$ cat src/rtl/card_pkg.sv
// card_pkg: FSM states, deck constants and seven-segment glyph tables
package card_pkg;
  typedef enum logic [1:0] {EMPTY, SHOW, FROZEN} state_e;
  localparam int NUM_CARDS = 52;
  localparam int RANKS = 13;
  localparam logic [6:0] BLANK = 7'b1111111;
  localparam logic [3:0][6:0] SUIT_LO = {7'b0100100, 7'b0110001, 7'b0110111, 7'b0000001};
  localparam logic [3:0][6:0] SUIT_HI = {7'b0011000, 7'b1001111, 7'b0110000, 7'b1111001};
  localparam logic [15:0][6:0] RANK_LO = {BLANK, BLANK, BLANK,
    7'b1111000, 7'b0000001, 7'b1000111, 7'b1001111, 7'b0000100, 7'b0000000, 7'b0001111,
    7'b0100000, 7'b0100100, 7'b1001100, 7'b0000110, 7'b0010010, 7'b0001000};
  localparam logic [15:0][6:0] RANK_HI = {BLANK, BLANK, BLANK,
    7'b0110111, 7'b1110111, 7'b1111111, 7'b0000001, BLANK, BLANK, BLANK,
    BLANK, BLANK, BLANK, BLANK, BLANK, BLANK};
endpackage

$ cat src/rtl/card_glyph_decode.sv
// card_glyph_decode: card code to four seven-segment digit patterns
module card_glyph_decode
  import card_pkg::*;
(
  input  logic [5:0] code_i,
  output logic [6:0] dig1_o,
  output logic [6:0] dig2_o,
  output logic [6:0] dig3_o,
  output logic [6:0] dig4_o
);
  logic [1:0] suit;
  logic [3:0] rank;
  // split the code into suit and rank, then look up each digit glyph
  always_comb begin
    suit = 2'(code_i / 6'(RANKS));
    rank = 4'(code_i % 6'(RANKS));
    dig1_o = RANK_LO[rank];
    dig2_o = RANK_HI[rank];
    dig3_o = SUIT_LO[suit];
    dig4_o = SUIT_HI[suit];
  end
endmodule

$ cat src/rtl/hand_display_sequencer.sv
// hand_display_sequencer: stores a hand of cards and rotates them onto a 4-digit display
module hand_display_sequencer
  import card_pkg::*;
#(
  parameter int SCAN_DIV = 100000,
  parameter int DWELL = 50000000,
  parameter int MAX_CARDS = 8
) (
  input  logic                          clk,
  input  logic                          rst_n,
  input  logic                          clr,
  input  logic                          hold,
  input  logic                          card_valid,
  input  logic [5:0]                    card_in,
  output logic                          card_ready,
  output logic                          bad_card,
  output logic [$clog2(MAX_CARDS):0]    count,
  output logic [$clog2(MAX_CARDS)-1:0]  cur_idx,
  output logic [6:0]                    seg,
  output logic [3:0]                    an
);
  localparam int IW = $clog2(MAX_CARDS);
  localparam int CW = IW + 1;
  localparam int DW = $clog2(DWELL);
  localparam int SW = $clog2(SCAN_DIV);
  localparam logic [CW-1:0] CMAX = CW'(MAX_CARDS);
  localparam logic [DW-1:0] DLAST = DW'(DWELL - 1);
  localparam logic [SW-1:0] SLAST = SW'(SCAN_DIV - 1);
  state_e state_q, state_d;
  logic [CW-1:0] count_q, count_d;
  logic [IW-1:0] cur_idx_q, cur_idx_d;
  logic [DW-1:0] dwell_q, dwell_d;
  logic [SW-1:0] scan_q, scan_d;
  logic [1:0] dig_q, dig_d;
  logic bad_q, bad_d, rdy_q;
  logic [3:0] an_q, an_d;
  logic [6:0] seg_q, seg_d;
  logic [5:0] buf_q [MAX_CARDS];
  logic push, good, dwell_wrap, scan_wrap, blank;
  logic [6:0] d1, d2, d3, d4;
  card_glyph_decode u_dec (
    .code_i (buf_q[cur_idx_q]),
    .dig1_o (d1),
    .dig2_o (d2),
    .dig3_o (d3),
    .dig4_o (d4)
  );
  // rdy_q keeps pushes off until the first edge after reset release
  assign card_ready = rdy_q && (count_q < CMAX) && !clr;
  assign bad_card = bad_q;
  assign count = count_q;
  assign cur_idx = cur_idx_q;
  assign seg = seg_q;
  assign an = an_q;
  // next-state, counters and registered display outputs
  always_comb begin
    push = card_valid && card_ready;
    good = push && (card_in < 6'(NUM_CARDS));
    bad_d = push && !good;
    state_d = clr ? EMPTY
            : (state_q == EMPTY && good) ? SHOW
            : (state_q == SHOW && hold) ? FROZEN
            : (state_q == FROZEN && !hold) ? SHOW : state_q;
    count_d = clr ? '0 : good ? count_q + 1'b1 : count_q;
    dwell_wrap = dwell_q == DLAST;
    dwell_d = clr ? '0 : (state_q != SHOW) ? dwell_q : dwell_wrap ? '0 : dwell_q + 1'b1;
    cur_idx_d = clr ? '0
              : !(state_q == SHOW && dwell_wrap) ? cur_idx_q
              : ({1'b0, cur_idx_q} + 1'b1 >= count_q) ? '0 : cur_idx_q + 1'b1;
    scan_wrap = scan_q == SLAST;
    scan_d = scan_wrap ? '0 : scan_q + 1'b1;
    dig_d = scan_wrap ? dig_q + 1'b1 : dig_q;
    blank = clr || state_q == EMPTY;
    an_d = blank ? 4'b1111 : ~(4'b0001 << dig_q);
    seg_d = blank ? BLANK : (dig_q == 2'd0) ? d1 : (dig_q == 2'd1) ? d2 : (dig_q == 2'd2) ? d3 : d4;
  end
  // state and control registers with asynchronous reset
  always_ff @(posedge clk or negedge rst_n) begin
    if (!rst_n) begin
      state_q <= EMPTY;
      count_q <= '0;
      cur_idx_q <= '0;
      dwell_q <= '0;
      scan_q <= '0;
      dig_q <= '0;
      bad_q <= 1'b0;
      rdy_q <= 1'b0;
      an_q <= 4'b1111;
      seg_q <= BLANK;
    end else begin
      state_q <= state_d;
      count_q <= count_d;
      cur_idx_q <= cur_idx_d;
      dwell_q <= dwell_d;
      scan_q <= scan_d;
      dig_q <= dig_d;
      bad_q <= bad_d;
      rdy_q <= 1'b1;
      an_q <= an_d;
      seg_q <= seg_d;
    end
  end
  // hand buffer, written at the current count on each valid push
  always_ff @(posedge clk) begin
    if (good) buf_q[count_q[IW-1:0]] <= card_in;
  end
endmodule

$ cat config.mk
export PLATFORM = sky130hd
export DESIGN_NAME = hand_display_sequencer
export DESIGN_NICKNAME = d
export VERILOG_FILES = /design/src/rtl/card_pkg.sv /design/src/rtl/card_glyph_decode.sv /design/src/rtl/hand_display_sequencer.sv
export SDC_FILE = /design/constraint.sdc
export NUM_CORES = 1
export LEC_CHECK = 0
export ABC_AREA = 1
export BUFFER_PORTS_ARGS = -buffer_cell sky130_fd_sc_hd__buf_2
export CORE_ASPECT_RATIO = 2
export CORE_UTILIZATION = 55
export DETAILED_ROUTE_END_ITERATION = 8
export MAX_ROUTING_LAYER = met4
export PLACE_DENSITY = 0.77
export SLEW_MARGIN = 20
export SYNTH_ARGS = -nofsm -noshare
export SYNTH_HDL_FRONTEND = slang
export SYNTH_SLANG_ARGS = --single-unit
$ cat constraint.sdc
create_clock -name clk -period 6.49 [get_ports clk]
set_clock_uncertainty 0.05 [all_clocks]
set_input_delay 0.9735 -clock clk [delete_from_list [all_inputs] [get_ports clk]]
set_output_delay 0.9735 -clock clk [all_outputs]
set_load 0.02 [all_outputs]
Word level (Yosys, flattened, before mapping)
Memory sizes are Yosys's and may differ from the RTL's.
Index checks and enable logic that the tools add are counted.
{"block": "word_totals", "romBits": 224, "in_bits": 11, "mem_bits_rw": 48, "memories": 3, "elab_cells": 80, "reg_bits": 67}
{"block": "op_classes", "n_shift": 1, "eq_ne": 8, "reduce_logical": 18, "n_lt_le_gt_ge": 5, "add_sub_neg": 6, "n_div": 2, "mux": 26, "n_bitwise": 1}
{"name": "(name not given)", "words": 16, "width": 7, "rd": 1, "rd_clocked_by_memory_dff": 0, "wr": 0, "line_no": "card_glyph_decode.sv:18", "source": "dig2_o = RANK_HI[rank];"}
{"name": "(name not given)", "words": 16, "width": 7, "rd": 1, "rd_clocked_by_memory_dff": 0, "wr": 0, "line_no": "card_glyph_decode.sv:17", "source": "dig1_o = RANK_LO[rank];"}
{"name": "buf_q", "words": 8, "width": 6, "rd": 1, "rd_clocked_by_memory_dff": 0, "wr": 1, "line_no": "hand_display_sequencer.sv:38", "source": "logic [5:0] buf_q [MAX_CARDS];"}
{"operator": "$mux 26", "count": 3}
{"operator": "$mux 7", "count": 8}
{"operator": "$bmux 7 s2", "count": 2}
{"operator": "$add 26x1->26 const B", "count": 1}
{"operator": "$eq 26x26->1 const B", "count": 1}
{"operator": "$add 17x1->17 const B", "count": 1}
{"operator": "$eq 17x17->1 const B", "count": 1}
{"operator": "$mux 17", "count": 1}
{"operator": "$mux 4", "count": 3}
{"operator": "$logic_and 1x1->1", "count": 9}
{"operator": "$mux 3", "count": 3}
{"operator": "$mux 2", "count": 4}
{"operator": "$div 6x4->6 const B", "count": 1}
{"operator": "$lt 6x6->1 const B", "count": 1}
{"operator": "$mod 6x4->6 const B", "count": 1}
{"operator": "$lt 4x5->1 const B", "count": 1}
{"operator": "$add 3x1->4 const B", "count": 1}
{"operator": "$add 4x1->4 const B", "count": 1}
{"operator": "$eq 2x1->1 const B", "count": 2}
{"operator": "$eq 2x2->1 const B", "count": 2}
{"operator": "$ge 4x4->1", "count": 1}
{"operator": "$logic_not 2->1", "count": 2}
{"operator": "$lt 4x4->1 const B", "count": 1}
{"operator": "$not 4->4", "count": 1}
{"operator": "other kinds (11)", "count": 15}

Logic depth before layout (Yosys ltp)
{"block": "depth", "word_depth": 8, "mapped_depth": 34, "mapped_depth_nobuf": 32}

Cells and area by module
A second synthesis with hierarchy kept.
{"block": "hier_totals", "hier_cells": 839, "area_unflattened_um2": 6747.7}
{"module": "hand_display_sequencer", "cells_per_inst": 684, "n_inst": 1, "seq_area_each_um2": 3131.8, "area_per_inst_um2": 5858.1}
{"module": "card_glyph_decode", "cells_per_inst": 155, "n_inst": 1, "seq_area_each_um2": 0.0, "area_per_inst_um2": 889.6}

Worst setup path before layout
No wires, ideal clock.
{"block": "synth_timing", "path_type": "reg2reg", "start": "register cur_idx_q[0], in the netlist cur_idx[0]", "end": "register seg_q[0], in the netlist seg[0]", "path_buffers": 2, "path_slack_ns": 2.604, "required_ns": 6.340, "setup_time_ns": 0.100, "arrival_ns": 3.736, "stages_incl_launch_ff": 30, "cell_sequence": "dfrtp_1 > buf_6 > inv_6 > buf_8 > nand2_2 > nand2_1 > nand2_1 > nand3_1 > nand2_2 > nand3_2 > o21ai_1 > inv_1 > ha_1 > nand2_1 > nand2_2 > nand2_4 > nand2_1 > and2_1 > ha_1 > inv_1 > nor2_1 > inv_1 > nand3_1 > o21ai_4 > inv_1 > ha_1 > o21ai_0 > o21ai_0 > o21ai_0 > nand3_1"}
{"block": "synth_via", "elab_chain_cells": 8, "elab_cells_between_ends": 15}
{"item": "start: declaration", "line_no": "hand_display_sequencer.sv:31", "source": "logic [IW-1:0] cur_idx_q, cur_idx_d;"}
{"item": "start signal: assignment", "line_no": "hand_display_sequencer.sv:93", "source": "cur_idx_q <= cur_idx_d;"}
{"item": "$mem_v2 8x6 *"}
{"item": "branches (longest 5 deep; another with $mem_v2 16x7)"}
{"item": "$mux 7 * (2 in series)", "line_no": "hand_display_sequencer.sv:75", "source": "seg_d = blank ? BLANK : (dig_q == 2'd0) ? d1 : (dig_q == 2'd1) ? d2 : (dig_q == 2'd2) ? d3 : d4;"}
{"item": "named net seg_d[0]", "line_no": "hand_display_sequencer.sv:37", "source": "logic [6:0] seg_q, seg_d;"}
{"item": "end signal: assignment", "line_no": "hand_display_sequencer.sv:100", "source": "seg_q <= seg_d;"}
{"item": "end: declaration", "line_no": "hand_display_sequencer.sv:37"}
Mark *: on every way through the listed nets, which the timed path passes. The select of a mux whose other input is x is not followed.
A chain may end at the register's enable or synchronous reset.

Worst setup path after layout
Ends and elaborated chain as after synthesis.

==> flow_summary.yaml <==
cts:
  clockBufferDepth: 2
  clkLatencyLatePin_ns: 0.41
  cts-resized-gates: 0
  cts.sinks: 115
  clock-root-buffer: "clkbuf_16"
  cts_tree: "done"
  cts.hold.buffers_added: 0
  path_clk_slew_ns: 0.06
  post-cts-setup-buffer-count: 0
  h-tree-depth: 4
  cts_buffers: 17
setup_path:
  cpMostUsedCell: "nand2_1"
  crit_buf_inv: 5
  cp.required_ns: 6.75
  cp.arrival_ns: 5.19
  start_kind: "flip-flop"
  slowest_stage: "dfrtp_1"
  crit_family: "simple AND/OR/NAND/NOR gates"
  path_class: "reg -> reg"
  cp_slowest_stage_delay_ns: 0.95
  path_max_fanout: 28
  end_kind: "flip-flop"
grt:
  use_met1: 0.267
  grt_overflow: 0
  first_global_vias: 5347
  grtUsageMet2: 0.492
  grt_pass1_wl_um: 24400
  track_usage: 0.269
  antenna_found_initial: 0
  use_met3: 0.0366
  grt_start_max_net_pins: 68
  top_usage_layer: "met2"
yosys:
  synth_commonest_cells: "nand2_1, inv_1, nor2_1"
  synth-main-ff-cell: "dfrtp_1"
  yosys_warnings: 0
  synth_area_sq_um: 6390
  synth_cell_types: 42
  synth_compound_area_frac: 0.0789
  avgSynthCellArea_sq_um: 8.25
  synth_top_family_by_area: "simple AND/OR/NAND/NOR gates"
  synth_simple_gate_area_frac: 0.272
  yosys-top-cells-area: "edfxtp_1, dfrtp_1, nand2_1, inv_1, nor2_1"
  synth_edf_count: 48
  syn_inst: 775
  yosys_register_bits: 115
  synthArstFlopShare: 0.583
  synth_top_area_cell: "edfxtp_1"
  yosys.area_share.xor_xnor: 0.0206
  yosysMostFrequentCell: "nand2_1"
  netlist.area_leader.share: 0.226
  syn-num-nets: 811
  synth_seq_area_share: 0.490
  synth.area.mux_share: 0
  synth_adder_area_share: 0.0490
timing:
  worstMarginPinSlew_ns: 1.08
  drv_slew: 0
  min_period_ns: 4.92
  slew_headroom: 0.272
  max_freq_mhz: 203
  tns_ns: 0
  setup_viol: 0
  finalHoldViolCount: 0
  grt_setup_unrepaired: "no"
  finalCritPeriodShare: 0.758
layout:
  area_delta_synth_final_pct: 13.0
  n_fill_cell: 959
  layout.nets: 849
  drive_gt1_frac: 0.132
  post-route-util: 0.640
  antenna_cells: 0
detailed_routing:
  drtAntennaViolNets: 0
  drc: 0
  vias_per_cell: 5.41
  drt_iter0_markers: 322
  first_pass_iters: 5
  wl_per_cell_um: 14.9
  vias: 5240
  wl_um: 14400
die:
  fp.dieArea_sq_um: 12100
  fp.dieH_um: 154
  start_util: 0.566
  fp-row-count: 55
  fp.dieW_um: 78.2
  io_pins: 31
  core_sq_um: 11300
placement:
  io_buffers: 30
  dp_hpwl_um: 10500
  gp_congestion: 0.902
pwr:
  clockPowerShare: 0.435
  p_int_w: 0.00141
  vdd_drop_max_uv: 252
  power.total_w: 0.00209
  switching_power_w: 0.000674
  swShare: 0.323
  total_leakage_power_nw: 3.32
  pwr-share-seq: 0.375
  combPwrFrac: 0.190
  powerDensity_nw_per_um2: 289
run:
  max-cap-violations: 0
run_status:
  outcome: "finished clean"
worst_hold_path:
  hold_class: "reg -> reg"
==> worst register-to-register path: cells and delay by family, from the launching register on <==
family | cells | cell delay (ns)
buffers and inverters | 5 | 0.69
and+or+nand+nor | 14 | 1.50
DFF | 1 | 0.95
adders and majority gates | 3 | 0.64
AOI/OAI and AO/OA | 5 | 1.00
==> through the flow <==
step | std cells | instance area [sq um] | setup WS [ns] | hold WS, ns
after floorplan | 775 | 6390 | 2.60 | 0.383
after global placement | 936 | 6640 | 1.92 | 0.393
after detailed placement | 936 | 6640 | 1.60 | 0.404
after CTS | 968 | 7220 | 1.60 | 0.412
after global routing | 968 | 7220 | 1.16 | 0.438
final | 968 | 7220 | 1.57 | 0.408
==> per-layer routing <==
metal / up-vias / share of wire
met5: - / 0
met4: 0 / 0.037
met3: 45 / 0.030
met2: 117 / 0.56
met1: 2498 / 0.37
li1: 2580 / -
==> flip-flops by register name, indices dropped and copies added, names as in the netlist <==
signal / cells
buf_q: 48
state_q: 2
rdy_q: 1
count: 4
dig_q: 2
seg: 7
an: 4
cur_idx: 3
bad_card: 1
scan_q: 17
dwell_q: 26
==> layout by cell type (no fill, tap or decap), drive strengths merged, types with 2 or more instances in the layout <==
cell,Yosys,final
o21ai,38,38
nand4,11,11
a211oi,2,2
nand3,51,51
xor2,11,11
clkinv,1,3
nor3,17,17
buf,8,32
dfrtp,56,56
o21a,4,4
nor2,89,89
nor3b,2,2
and3,2,2
dfstp,11,11
o22ai,9,9
inv,123,135
nor4,10,10
clkbuf,5,17
nand2,206,206
a21oi,34,34
edfxtp,48,48
nand3b,2,2
xnor2,4,4
ha,25,25
==> power by group through the flow <==
stage / logic, W / registers [W] / clock network [W]
after detailed placement: 0.000391 / 0.000798 / 0
after CTS: 0.000395 / 0.000784 / 0.000917
final: 0.000397 / 0.000784 / 0.000908
after global placement: 0.000386 / 0.000797 / 0
after floorplan: 0.000300 / 0.000801 / 0
after global routing: 0.000448 / 0.000785 / 0.000951
==> logic make-up after synthesis <==
family,count (synthesis)
xor+xnor,15
fa+ha+maj,25
flops,115
compound gates,91
buf+inv,137
simple gates,391
other cells,1
==> worst paths after layout <==
check / cells past startpoint / slack [ns] / end / start
min reg2reg: 1 / 0.41 / scan_q[0] / scan_q[0]
min: 1 / 0.41 / scan_q[0] / scan_q[0]
max reg2reg: 27 / 1.57 / seg[0] / cur_idx[0]
max: 27 / 1.57 / seg[0] / cur_idx[0]
min in group asynchronous: 2 / 0.69 / scan_q[8] / rst_n
max in group asynchronous: 2 / 5.11 / count[3] / rst_n
==> cell type report <==
type	instances	area, sq um	area share
Clock inverter	15	158	0.0218
Multi-Input combinational cell	523	2690	0.373
Tap cell	142	178	0.0246
Inverter	124	470	0.0652
Clock buffer	17	425	0.0589
Timing Repair Buffer	32	165	0.0229
Sequential cell	115	3130	0.434
Note: power is estimated with default switching activity, not from simulation.
